==> config.mk <==
export PLATFORM = sky130hd
export DESIGN_NAME = calc_seq
export DESIGN_NICKNAME = d
export VERILOG_FILES = /design/src/rtl/calc_seq.sv
export SDC_FILE = /design/constraint.sdc
export NUM_CORES = 1
export LEC_CHECK = 0
export ABC_CLOCK_PERIOD_IN_PS = 5650
export CAP_MARGIN = 30
export CORE_MARGIN = 3
export CORE_UTILIZATION = 25
export CTS_CLUSTER_DIAMETER = 200
export CTS_CLUSTER_SIZE = 24
export DETAILED_ROUTE_END_ITERATION = 6
export PLACE_DENSITY = 0.55
export SLEW_MARGIN = 15
export SYNTH_ARGS = -nofsm -noshare
export SYNTH_HDL_FRONTEND = slang
export SYNTH_SLANG_ARGS = --single-unit
export TNS_END_PERCENT = 5
==> constraint.sdc <==
create_clock -name clk -period 5.65 [get_ports clk]
set_clock_uncertainty 0.2 [all_clocks]
set_input_delay 1.695 -clock clk [delete_from_list [all_inputs] [get_ports clk]]
set_output_delay 1.695 -clock clk [all_outputs]
set_load 0.005 [all_outputs]
==> src/rtl/calc_seq.sv <==
// Keypad-to-ALU sequencer: builds BCD operands from key entry, drives the
// combinational ALU, waits a fixed settle time and captures the result.
module calc_seq #(
  parameter int DIGIT_NUM = 8,
  parameter int ALU_WAIT  = 4
) (
  input  logic                     clk,
  input  logic                     rst_n,
  input  logic                     key_valid,
  input  logic [4:0]               key_code,
  output logic                     key_ready,
  output logic                     op0_sign,
  output logic [DIGIT_NUM*4-1:0]   op0,
  output logic [2:0]               op0_dp,
  output logic                     op1_sign,
  output logic [DIGIT_NUM*4-1:0]   op1,
  output logic [2:0]               op1_dp,
  output logic [2:0]               operation,
  input  logic [DIGIT_NUM*4-1:0]   alu_result,
  input  logic                     alu_result_sign,
  input  logic [2:0]               alu_result_dp,
  output logic [DIGIT_NUM*4-1:0]   disp,
  output logic                     disp_sign,
  output logic [2:0]               disp_dp,
  output logic                     result_valid,
  output logic                     err
);

  localparam int OPW = DIGIT_NUM * 4;
  localparam int CW  = $clog2(DIGIT_NUM + 1);
  localparam int WW  = (ALU_WAIT > 1) ? $clog2(ALU_WAIT) : 1;
  localparam logic [CW-1:0] CNT_MAX   = CW'(DIGIT_NUM);
  localparam logic [WW-1:0] WAIT_LAST = WW'(ALU_WAIT - 1);

  localparam logic [4:0] K_DOT = 5'd10;
  localparam logic [4:0] K_ADD = 5'd11;
  localparam logic [4:0] K_DIV = 5'd14;
  localparam logic [4:0] K_EQ  = 5'd15;
  localparam logic [4:0] K_CLR = 5'd16;
  localparam logic [4:0] K_SGN = 5'd17;

  typedef enum logic [2:0] {ENTRY0, ENTRY1, EXEC, SHOW, ERR} state_t;

  state_t          state, state_nxt;
  logic [OPW-1:0]  op0_nxt, op1_nxt;
  logic            op0_sign_nxt, op1_sign_nxt;
  logic [2:0]      op0_dp_nxt, op1_dp_nxt, operation_nxt;
  logic [2:0]      pending_op, pending_op_nxt;
  logic            chain, chain_nxt;
  logic            dot_seen, dot_seen_nxt;
  logic            entered, entered_nxt;
  logic            err_nxt, rv_nxt;
  logic [CW-1:0]   cnt, cnt_nxt;
  logic [WW-1:0]   wait_cnt, wait_nxt;

  logic            key_acc, clr, is_digit, is_op, dig_ok;
  logic [3:0]      digit;
  logic [2:0]      op_code, ed_dp, dig_dp;
  logic [OPW-1:0]  ed_val;

  function automatic logic [2:0] sat_dp(input logic [2:0] dp);
    return (dp == 3'd7) ? 3'd7 : dp + 3'd1;
  endfunction

  function automatic logic [OPW-1:0] shift_in(input logic [OPW-1:0] v,
                                              input logic [3:0] d);
    return {v[OPW-5:0], d};
  endfunction

  assign key_ready = (state != EXEC);
  assign key_acc   = key_valid && key_ready;
  assign clr       = key_valid && (key_code == K_CLR);
  assign is_digit  = (key_code < K_DOT);
  assign is_op     = (key_code >= K_ADD) && (key_code <= K_DIV);
  assign digit     = key_code[3:0];
  assign op_code   = key_code[2:0] - 3'd3;
  assign ed_val    = (state == ENTRY1) ? op1 : op0;
  assign ed_dp     = (state == ENTRY1) ? op1_dp : op0_dp;
  assign dig_dp    = dot_seen ? sat_dp(ed_dp) : ed_dp;
  // Leading zeros before the dot carry no information and are not counted.
  assign dig_ok    = ((digit != 4'd0) || (cnt != '0) || dot_seen) &&
                     (cnt != CNT_MAX) && !(dot_seen && (ed_dp == 3'd7));

  always_comb begin
    state_nxt      = state;
    op0_nxt        = op0;
    op0_sign_nxt   = op0_sign;
    op0_dp_nxt     = op0_dp;
    op1_nxt        = op1;
    op1_sign_nxt   = op1_sign;
    op1_dp_nxt     = op1_dp;
    operation_nxt  = operation;
    pending_op_nxt = pending_op;
    chain_nxt      = chain;
    dot_seen_nxt   = dot_seen;
    entered_nxt    = entered;
    cnt_nxt        = cnt;
    wait_nxt       = wait_cnt;
    err_nxt        = err;
    rv_nxt         = 1'b0;

    unique case (state)
      ENTRY0, ENTRY1: begin
        if (key_acc) begin
          if (is_digit) begin
            if (state == ENTRY1) entered_nxt = 1'b1;
            if (dig_ok) begin
              cnt_nxt = cnt + CW'(1);
              if (state == ENTRY1) begin
                op1_nxt    = shift_in(ed_val, digit);
                op1_dp_nxt = dig_dp;
              end else begin
                op0_nxt    = shift_in(ed_val, digit);
                op0_dp_nxt = dig_dp;
              end
            end
          end else if (key_code == K_DOT) begin
            dot_seen_nxt = 1'b1;
            if (state == ENTRY1) entered_nxt = 1'b1;
          end else if (key_code == K_SGN) begin
            if (state == ENTRY1) op1_sign_nxt = !op1_sign;
            else                 op0_sign_nxt = !op0_sign;
          end else if (is_op) begin
            if (state == ENTRY0) begin
              operation_nxt = op_code;
              op1_nxt       = '0;
              op1_sign_nxt  = 1'b0;
              op1_dp_nxt    = 3'd0;
              dot_seen_nxt  = 1'b0;
              entered_nxt   = 1'b0;
              cnt_nxt       = '0;
              state_nxt     = ENTRY1;
            end else if (!entered) begin
              operation_nxt = op_code;
            end else begin
              pending_op_nxt = op_code;
              chain_nxt      = 1'b1;
              wait_nxt       = '0;
              state_nxt      = EXEC;
            end
          end else if ((key_code == K_EQ) && (state == ENTRY1)) begin
            chain_nxt = 1'b0;
            wait_nxt  = '0;
            state_nxt = EXEC;
          end
        end
      end

      EXEC: begin
        wait_nxt = wait_cnt + WW'(1);
        if (wait_cnt == WAIT_LAST) begin
          if ((operation == 3'd3) && (op1 == '0)) begin
            err_nxt   = 1'b1;
            state_nxt = ERR;
          end else begin
            op0_nxt      = alu_result;
            op0_sign_nxt = alu_result_sign;
            op0_dp_nxt   = alu_result_dp;
            rv_nxt       = 1'b1;
            if (chain) begin
              operation_nxt = pending_op;
              op1_nxt       = '0;
              op1_sign_nxt  = 1'b0;
              op1_dp_nxt    = 3'd0;
              dot_seen_nxt  = 1'b0;
              entered_nxt   = 1'b0;
              cnt_nxt       = '0;
              chain_nxt     = 1'b0;
              state_nxt     = ENTRY1;
            end else begin
              state_nxt = SHOW;
            end
          end
        end
      end

      SHOW: begin
        if (key_acc) begin
          if (is_digit || (key_code == K_DOT)) begin
            // Fresh entry: the previous result is discarded.
            op0_nxt      = '0;
            op0_sign_nxt = 1'b0;
            op0_dp_nxt   = 3'd0;
            op1_nxt      = '0;
            op1_sign_nxt = 1'b0;
            op1_dp_nxt   = 3'd0;
            entered_nxt  = 1'b0;
            chain_nxt    = 1'b0;
            dot_seen_nxt = (key_code == K_DOT);
            cnt_nxt      = '0;
            if (is_digit) begin
              op0_nxt = OPW'(digit);
              cnt_nxt = (digit != 4'd0) ? CW'(1) : '0;
            end
            state_nxt = ENTRY0;
          end else if (key_code == K_SGN) begin
            op0_sign_nxt = !op0_sign;
          end else if (is_op) begin
            operation_nxt = op_code;
            op1_nxt       = '0;
            op1_sign_nxt  = 1'b0;
            op1_dp_nxt    = 3'd0;
            dot_seen_nxt  = 1'b0;
            entered_nxt   = 1'b0;
            cnt_nxt       = '0;
            state_nxt     = ENTRY1;
          end
        end
      end

      default: ;
    endcase
  end

  // Clear behaves like reset and beats a capture due at the same edge.
  always_ff @(posedge clk) begin
    if (!rst_n || clr) begin
      state        <= ENTRY0;
      op0          <= '0;
      op0_sign     <= 1'b0;
      op0_dp       <= 3'd0;
      op1          <= '0;
      op1_sign     <= 1'b0;
      op1_dp       <= 3'd0;
      operation    <= 3'd0;
      pending_op   <= 3'd0;
      chain        <= 1'b0;
      dot_seen     <= 1'b0;
      entered      <= 1'b0;
      cnt          <= '0;
      wait_cnt     <= '0;
      err          <= 1'b0;
      result_valid <= 1'b0;
    end else begin
      state        <= state_nxt;
      op0          <= op0_nxt;
      op0_sign     <= op0_sign_nxt;
      op0_dp       <= op0_dp_nxt;
      op1          <= op1_nxt;
      op1_sign     <= op1_sign_nxt;
      op1_dp       <= op1_dp_nxt;
      operation    <= operation_nxt;
      pending_op   <= pending_op_nxt;
      chain        <= chain_nxt;
      dot_seen     <= dot_seen_nxt;
      entered      <= entered_nxt;
      cnt          <= cnt_nxt;
      wait_cnt     <= wait_nxt;
      err          <= err_nxt;
      result_valid <= rv_nxt;
    end
  end

  always_comb begin
    disp      = op0;
    disp_sign = op0_sign;
    disp_dp   = op0_dp;
    if (state == ERR) begin
      disp      = '0;
      disp_sign = 1'b0;
      disp_dp   = 3'd0;
    end else if (((state == ENTRY1) || (state == EXEC)) && entered) begin
      disp      = op1;
      disp_sign = op1_sign;
      disp_dp   = op1_dp;
    end
  end

endmodule

==> results of run 1 <==
==> worst max-delay path: stages, from the launching register on <==
cell and delay (ns):
dfxtp_1 0.40, nand2b_1 0.26, nor2_1 0.19, buf_4 0.28, nor2_1 0.08, nor2_2 0.10, buf_4 0.37, nand2_1 0.09
a21oi_1 0.21, clkdlybuf4s50_1 0.54
==> per-layer routing <==
| layer | routed length [µm] | GRT usage [%] |
|---|---|---|
| met1 | 11200 | 24.9 |
| met2 | 11200 | 28.3 |
| met3 | 1540 | 3.41 |
| met4 | 239 | 3.50 |
| met5 | 33 | 1.14 |
==> cell families (layout without fill, tap and decap cells) <==
group | Yosys count | count (layout) | synth area share, %
and+or+nand+nor | 282 | 282 | 19.9
xor gates and xnor gates | 1 | 1 | 0.143
adders and majority gates | 8 | 8 | 1.63
AOI/OAI and AO/OA | 268 | 268 | 28.4
buffers and inverters | 84 | 212 | 7.00
DFF | 92 | 92 | 30.0
muxes | 75 | 75 | 12.9
==> final cells by class <==
class | count | area, µm²
tap | 319 | 399
clock inverter | 7 | 124
inverter | 13 | 48.8
sequential | 92 | 1840
timing repair buffer | 183 | 1800
clock buffer | 9 | 225
multi-input combinational | 634 | 3920
fill | 2479 | 15400
==> stage by stage <==
| step | utilization [%] | std cells | total power [mW] |
|---|---|---|---|
| 3_5_place_dp | 33.7 | 1241 | 1.31 |
| 6_report | 35.2 | 1257 | 2.01 |
| 2_1_floorplan | - | 810 | 1.05 |
| 5_1_grt | 35.2 | 1257 | 2.10 |
| 3_3_place_gp | 33.6 | 1240 | 1.31 |
| 4_1_cts | 35.2 | 1257 | 2.02 |
==> sequential cells by signal (all words and copies together) (netlist names) <==
name          flops
pending_op        3
state             3
chain             1
op1_dp            3
dot_seen          1
op0_sign          1
entered           1
cnt               4
op1              32
op1_sign          1
op0              32
op0_dp            3
operation         3
wait_cnt          2
result_valid      1
err               1
==> synth_stat cells (all sizes together), types with 3 or more instances <==
library cell  count
mux2i            42
a311oi            3
o211ai            8
a31o              6
mux2             33
a22oi            32
o31ai             6
a31oi             5
nand3            12
a221oi            3
a21o              4
nand2b            3
nor4              8
inv              13
nand2           174
nand4             3
buf              30
a21oi           119
nor3              6
o21ai            25
and3              4
or3               3
nor2b             4
dfxtp            92
nor2             50
ha                8
clkbuf           41
o21a              4
a211oi           36
==> cell usage in the layout (no fill, tap or decap), types with 6 or more instances in the layout <==
cell type,Yosys,layout
a211oi_1,35,35
a21oi_1,119,119
a22oi_1,32,32
buf_4,1,23
clkbuf_16,0,9
clkdlybuf4s50_1,0,157
dfxtp_1,92,92
ha_1,8,8
inv_1,11,11
mux2_2,33,33
mux2i_1,42,42
nand2_1,174,174
nand3_1,12,12
nor2_1,50,47
nor4_1,8,8
o211ai_1,8,8
o21ai_0,21,20
o31ai_1,6,6
==> worst max-delay path by stage <==
stage                      from       end  depth (start not counted)
floorplan           key_code[0]   op1[10]                         11
global placement    key_code[0]   op1[28]                         10
detailed placement  key_code[0]   op1[29]                         10
CTS                    state[0]  disp[30]                          9
global route        key_code[0]    op1[5]                         10
finish                 state[0]  disp[30]                          9
==> power by group <==
group	total (mW)	leakage [nW]	switching, mW	internal, mW
logic	0.549	2.15	0.269	0.280
registers	0.745	0.747	0.0586	0.686
clock network	0.713	0.172	0.277	0.437
total	2.01	3.07	0.604	1.40
==> flow_metrics.py, run 1 <==
metrics = {
    "critical_path": {
        "r2r_cells": 11,
        "worst-r2r-setup-slack_ns": 1.92,
        "r2r_end": "op1[29]",
        "path_class": "reg2out",
        "cp-end-kind": "output pin",
        "reg2reg_from": "state[0]",
        "arrival_ns": 2.87,
        "crit_path_start_kind": "register",
        "cp.required_ns": 3.75,
        "crit_fanout": 30,
    },
    "global_route": {
        "grt_start_max_net_pins": 49,
        "grt_usage_pct": 17.7,
        "grt_pass1_wl_mm": 37.3,
        "grt_overflow": 0,
        "antenna_found_initial": 0,
        "first_global_vias": 6256,
    },
    "place": {
        "globalplace.congestion": 0.838,
        "place_worst_setup_slack_ns": 0.576,
        "io_buffers": 157,
        "hpwlAfterDp_mm": 17.3,
        "place_area_mm2": 0.00801,
    },
    "synth": {
        "synth_top_cell_by_area": "dfxtp_1",
        "ys_seq_area_share_pct": 30.0,
        "ys_warn_count": 0,
        "synth_area_leaders": "dfxtp_1 30%, nand2_1 11%, a21oi_1 9.7%",
        "yosysUniqueCellTypes": 62,
        "synthCells": 810,
        "netlist_area_mm2": 0.00613,
        "synth-edff-count": 0,
        "synth_seq_cells": 92,
        "syn_nets": 862,
        "synth_ff_type": "dfxtp_1",
        "synth.top_cell.area_share_pct": 30.0,
        "synthArstFlopShare_pct": 0,
        "avgSynthCellArea_um2": 7.57,
    },
    "clock_tree": {
        "h-tree-depth": 3,
        "clockBufferDepth": 2,
        "postCtsSetupRepairBufs": 0,
        "clk_latency_ns": 0.35,
        "postCtsHoldBufs": 0,
        "cts_resized": 0,
        "cts_tree": "built",
        "cts.clk_slew.worst_paths_ns": 0.06,
        "clockRootBuffer": "clkbuf_16",
        "clock_sinks": 92,
        "cts_made_buffers": 9,
    },
    "pwr": {
        "leakage_nw": 3.07,
        "ir_drop_uv": 125,
        "power-per-cell-area_mw_per_mm2": 240,
    },
    "final_layout": {
        "layout.nets": 985,
        "n_antenna_cell": 0,
        "drive_gt1_share_pct": 10.3,
        "final_cell_area_mm2": 0.00835,
        "area.growth.synth_to_final_pct": 36.3,
    },
    "timing": {
        "worstMarginPinSlew_ns": 0.749,
        "hold_viol_final": 0,
        "max_freq_mhz": 210,
        "setup_ws_ns": 0.881,
        "fin_setup_tns_ns": 0,
        "fin_crit_sh_pct": 84.4,
        "setup_viol_count_final": 0,
        "relSlewSlack_pct": 49.9,
        "fin_crit_ns": 4.77,
        "rsz0062_at_grt": "false",
        "hold_slack_ns": 0.264,
        "slew_viol_final": 0,
    },
    "floorplan": {
        "core_area_mm2": 0.0238,
        "start_util_pct": 25.8,
        "die_h_um": 163,
        "io_pins": 158,
        "rows": 56,
        "die_w_um": 163,
        "dieArea_mm2": 0.0264,
    },
    "route": {
        "drc": 0,
        "vias_per_cell": 5.26,
        "drtPass1Iterations": 5,
        "final_antenna_net_count": 0,
        "drt_wl_total_mm": 24.2,
        "dr_total_vias": 6614,
        "wl_per_cell_um": 19.3,
        "drt_iter0_drc": 422,
    },
    "run_status": {
        "status": "complete, no violations",
    },
    "worst_hold_path": {
        "hold_class": "reg2reg",
        "hp-start": "err",
        "hold_end": "err",
        "whs_path_depth": 2,
    },
    "run": {
        "drv_cap": 0,
    },
}
Note: power is estimated with default switching activity, not from simulation.
==> run 2: changes to the inputs <==
Settings changed: ABC_CLOCK_PERIOD_IN_PS 5650 to 3890, PLACE_DENSITY 0.55 to 0.56.
Clock period 5.65 ns to 3.89 ns, I/O delays scaled along.
==> flow_metrics.py, run 2 (synthesized netlist as in run 1, its figures left out) <==
metrics = {
    "route": {
        "wl_per_cell_um": 19.3,
        "drc": 0,
        "dr_total_vias": 6743,
        "drtPass1Iterations": 5,
        "vias_per_cell": 5.24,
        "drt_wl_total_mm": 24.9,
        "final_antenna_net_count": 0,
        "drt_iter0_drc": 446,
    },
    "critical_path": {
        "crit_path_start_kind": "register",
        "crit_chain": "nand2b_1, nor2_4, nor2_1, nor2_2, buf_12, nand2_1, a21oi_1, clkdlybuf4s50_1",
        "path_class": "reg2out",
        "crit_fanout": 30,
        "crit_buf_inv": 2,
        "max_stage_delay_ns": 0.55,
        "cp-end-kind": "output pin",
        "worst_path_max_delay_cell": "clkdlybuf4s50_1",
        "arrival_ns": 2.42,
        "cp.required_ns": 2.52,
        "critical_path.top_delay_family": "buffers and inverters",
        "r2r_cells": 11,
        "path_depth": 8,
    },
    "clock_tree": {
        "clk_latency_ns": 0.36,
        "clockBufferDepth": 2,
        "cts_tree": "built",
        "cts_made_buffers": 9,
        "h-tree-depth": 3,
        "clockRootBuffer": "clkbuf_16",
        "cts.clk_slew.worst_paths_ns": 0.07,
        "postCtsSetupRepairBufs": 0,
        "clock_sinks": 92,
    },
    "worst_hold_path": {
        "whs_path_depth": 1,
        "hold_class": "reg2reg",
    },
    "final_layout": {
        "layout.nets": 1014,
        "n_antenna_cell": 0,
        "final_cell_area_mm2": 0.00856,
        "mostFrequentLayoutCell": "nand2_1",
        "drive_gt1_share_pct": 13.3,
        "area.growth.synth_to_final_pct": 39.7,
        "top_regs": "op0: 32 flops, op1: 32 flops, cnt: 4 flops",
        "fillCellCount": 2504,
        "layout_common_cells": "174 x nand2_1, 157 x clkdlybuf4s50_1, 118 x a21oi_1",
    },
    "timing": {
        "slew_viol_final": 0,
        "fin_crit_ns": 3.79,
        "rsz0062_at_grt": "false",
        "worstMarginPinSlew_ns": 0.758,
        "setup_viol_count_final": 0,
        "fin_crit_sh_pct": 97.4,
        "relSlewSlack_pct": 49.0,
        "hold_viol_final": 0,
        "setup_ws_ns": 0.101,
        "fin_setup_tns_ns": 0,
        "max_freq_mhz": 264,
    },
    "pwr": {
        "p_clk_share_pct": 30.8,
        "leakage_nw": 3.18,
        "switching_share_pct": 32.6,
        "p_switching_mw": 0.905,
        "internal_power_mw": 1.87,
        "power-per-cell-area_mw_per_mm2": 324,
        "ir_drop_uv": 176,
        "p_seq_share_pct": 39.1,
        "comb_power_share_pct": 30.1,
    },
    "global_route": {
        "grt_pass1_wl_mm": 38.4,
        "antenna_found_initial": 0,
        "grt_start_max_net_pins": 51,
        "grt_usage_pct": 18.3,
        "first_global_vias": 6381,
        "grt_overflow": 0,
    },
    "place": {
        "globalplace.congestion": 0.902,
        "io_buffers": 157,
        "place_worst_setup_slack_ns": -0.0312,
        "hpwlAfterDp_mm": 18.0,
        "place_area_mm2": 0.00826,
    },
    "floorplan": {
        "dieArea_mm2": 0.0264,
        "rows": 56,
        "start_util_pct": 25.8,
        "core_area_mm2": 0.0238,
        "io_pins": 158,
        "die_w_um": 163,
        "die_h_um": 163,
    },
    "run": {
        "drv_cap": 0,
    },
    "run_status": {
        "status": "complete, no violations",
    },
}
[run 2: layout make-up]
cell class	instances	area (µm²)	share of cell area (%)
multi-input combinational	634	3930	45.9
timing repair buffer	212	2070	24.1
sequential	92	1850	21.6
tap	319	399	4.66
clock buffer	9	225	2.63
clock inverter	7	50.0	0.585
inverter	13	48.8	0.570
[run 2: per-stage QoR]
step | cells | hold slack, ns | power, mW | util (%)
floorplan | 810 | 0.229 | 1.52 | -
global placement | 1270 | 0.240 | 1.94 | 34.8
detailed placement | 1270 | 0.251 | 1.94 | 34.8
CTS | 1286 | 0.259 | 2.79 | 35.9
global route | 1286 | 0.281 | 2.91 | 36.0
finish | 1286 | 0.256 | 2.77 | 36.0
[run 2: repair_timing]
action                                  in CTS  in global routing
hold buffers                                 0                  0
cloned                                       0                  0
endpoints found under the setup margin      34                  3
resized for setup                            2                  6
[run 2: final timing paths]
check	from	end	slack, ns
worst min-delay path	wait_cnt[0]	wait_cnt[0]	0.26
worst min register to register	wait_cnt[0]	wait_cnt[0]	0.26
worst max register to register	state[0]	op1[25]	0.40
worst max-delay path	state[0]	disp[29]	0.10
[run 2: metal layers]
metal	global-route usage, %	up-vias	share of wire [%]
li1	-	3232	-
met5	0	-	0
met3	3.20	28	6.1
met4	4.77	0	1.6
met1	26.1	3248	47
met2	28.6	235	45
[run 2: power by group through the flow]
stage / Sequential (mW) / Combinational (mW) / Clock [mW]
detailed placement: 1.11 / 0.832 / 0
CTS: 1.08 / 0.836 / 0.866
global route: 1.09 / 0.910 / 0.910
global placement: 1.11 / 0.831 / 0
finish: 1.08 / 0.836 / 0.854
floorplan: 1.07 / 0.445 / 0
==> run 3: changes to the inputs <==
Settings changed: SETUP_SLACK_MARGIN set to 0.5.
==> flow_metrics.py, run 3 (synthesized netlist as in run 1, its figures left out) <==
metrics = {
    "place": {
        "place_area_mm2": 0.00826,
        "hpwlAfterDp_mm": 18.0,
        "io_buffers": 157,
        "place_worst_setup_slack_ns": -0.0312,
        "globalplace.congestion": 0.902,
    },
    "critical_path": {
        "crit_fanout": 7,
        "worst-r2r-setup-slack_ns": 0.57,
        "path_class": "reg2out",
        "timing.critical_path.to": "disp_sign",
        "cp.required_ns": 2.52,
        "reg2reg_from": "state[1]",
        "r2r_cells": 12,
        "r2r_end": "op1[23]",
        "cp-end-kind": "output pin",
        "cp-startpoint": "state[1]",
        "crit_path_start_kind": "register",
        "arrival_ns": 2.23,
    },
    "floorplan": {
        "start_util_pct": 25.8,
        "dieArea_mm2": 0.0264,
        "io_pins": 158,
        "rows": 56,
        "die_w_um": 163,
        "core_area_mm2": 0.0238,
        "die_h_um": 163,
    },
    "route": {
        "dr_total_vias": 6864,
        "drt_wl_total_mm": 26.0,
        "wl_met3_mm": 1.48,
        "drc": 0,
        "highest_layer": "met4",
        "drt_iter0_drc": 415,
        "drtPass1Iterations": 6,
        "vias_per_cell": 5.28,
        "drt-met1-wl_mm": 12.2,
        "dr_wl_met2_mm": 11.9,
        "final_antenna_net_count": 0,
        "wl_per_cell_um": 20.0,
    },
    "clock_tree": {
        "clk_latency_ns": 0.36,
        "cts.clk_slew.worst_paths_ns": 0.07,
        "cts_tree": "built",
        "clock_sinks": 92,
        "clockBufferDepth": 2,
        "h-tree-depth": 3,
        "cts_made_buffers": 9,
        "clockRootBuffer": "clkbuf_16",
    },
    "final_layout": {
        "fillCellCount": 2492,
        "drive_gt1_share_pct": 16.2,
        "layout_common_cells": "174 x nand2_1, 126 x clkdlybuf4s50_1, 114 x a21oi_1",
        "n_antenna_cell": 0,
        "area.growth.synth_to_final_pct": 45.7,
        "multiInputGateArea_mm2": 0.00404,
        "layout.nets": 1027,
        "fin_util_pct": 37.6,
        "top_regs": "op0: 32 flops, op1: 32 flops, cnt: 4 flops",
        "final_cell_area_mm2": 0.00893,
        "mostFrequentLayoutCell": "nand2_1",
        "seq_area_mm2": 0.00185,
    },
    "pwr": {
        "leakage_nw": 3.48,
        "ir_drop_uv": 183,
        "p_total_mw": 2.80,
        "power-per-cell-area_mw_per_mm2": 313,
    },
    "run": {
        "drv_cap": 0,
    },
    "global_route": {
        "grt_pass1_wl_mm": 39.1,
        "grt_start_max_net_pins": 51,
        "grt_usage_pct": 18.7,
        "grt_overflow": 0,
        "antenna_found_initial": 0,
        "first_global_vias": 6442,
    },
    "run_status": {
        "status": "complete, no violations",
    },
    "timing": {
        "setup_ws_ns": 0.294,
        "max_freq_mhz": 278,
        "fin_crit_sh_pct": 92.4,
        "slew_viol_final": 0,
        "hold_viol_final": 0,
        "relSlewSlack_pct": 51.7,
        "fin_crit_ns": 3.60,
        "setup_viol_count_final": 0,
        "worstMarginPinSlew_ns": 0.719,
        "rsz0062_at_grt": "true",
    },
    "worst_hold_path": {
        "hold_class": "reg2reg",
    },
}
[run 3: changes by cell type in the layout (fill, tap and decap cells not counted), sizes merged]
| cell | before | now |
|---|---|---|
| dlymetal6s2s | 0 | 5 |
| buf | 55 | 64 |
| clkdlybuf4s50 | 157 | 126 |
| clkbuf | 9 | 13 |
| dlygate4sd2 | 0 | 26 |
[run 3: final cells by class]
cell class	instances	share of cell area, %
Multi-Input combinational cell	634	45.3
Timing Repair Buffer	225	25.9
Sequential cell	92	20.7
Tap cell	319	4.47
Clock buffer	9	2.52
Clock inverter	7	0.560
Inverter	13	0.546
[run 3: critical path, stage by stage (launching register included)]
cell	delay, ns
dfxtp_4	0.39
nor3b_4	0.30
nor2_2	0.09
nor2_4	0.16
buf_6	0.17
nand2_1	0.06
a21oi_1	0.17
clkdlybuf4s50_1	0.53
[run 3: worst min path at each step]
| stage | startpoint | to | slack [ns] | depth (start not counted) |
|---|---|---|---|---|
| after floorplan | wait_cnt[0] | wait_cnt[0] | 0.23 | 1 |
| after global placement | err | err | 0.24 | 2 |
| final | wait_cnt[0] | wait_cnt[0] | 0.26 | 1 |
| after detailed placement | wait_cnt[0] | wait_cnt[0] | 0.25 | 1 |
| after CTS | wait_cnt[0] | wait_cnt[0] | 0.26 | 1 |
| after global routing | wait_cnt[0] | wait_cnt[0] | 0.28 | 1 |
[run 3: what timing repair did]
item | CTS | global route
setup endpoints to repair | 90 | 123
cloned | 2 | 4
resized for setup | 48 | 28
buffers inserted | 6 | 1
hold buffers | 0 | 0
pin swaps | 5 | 5
[run 3: report_power, final]
group	internal [mW]	switching (mW)
clock	0.437	0.418
sequential	0.996	0.0889
combinational	0.441	0.417
total	1.87	0.924
[run 3: per-layer routing]
metal	vias to the layer above	global-route usage (%)
met5	-	0
met4	0	5.00
met3	28	3.13
met2	228	29.3
met1	3339	26.7
li1	3269	-
[run 3: through the flow]
step / TNS (ns) / hold slack (ns) / cells
final: 0 / 0.256 / 1299
after detailed placement: -0.114 / 0.251 / 1270
after global placement: 0 / 0.240 / 1270
after CTS: 0 / 0.259 / 1294
after global routing: 0 / 0.281 / 1299
after floorplan: 0 / 0.229 / 810
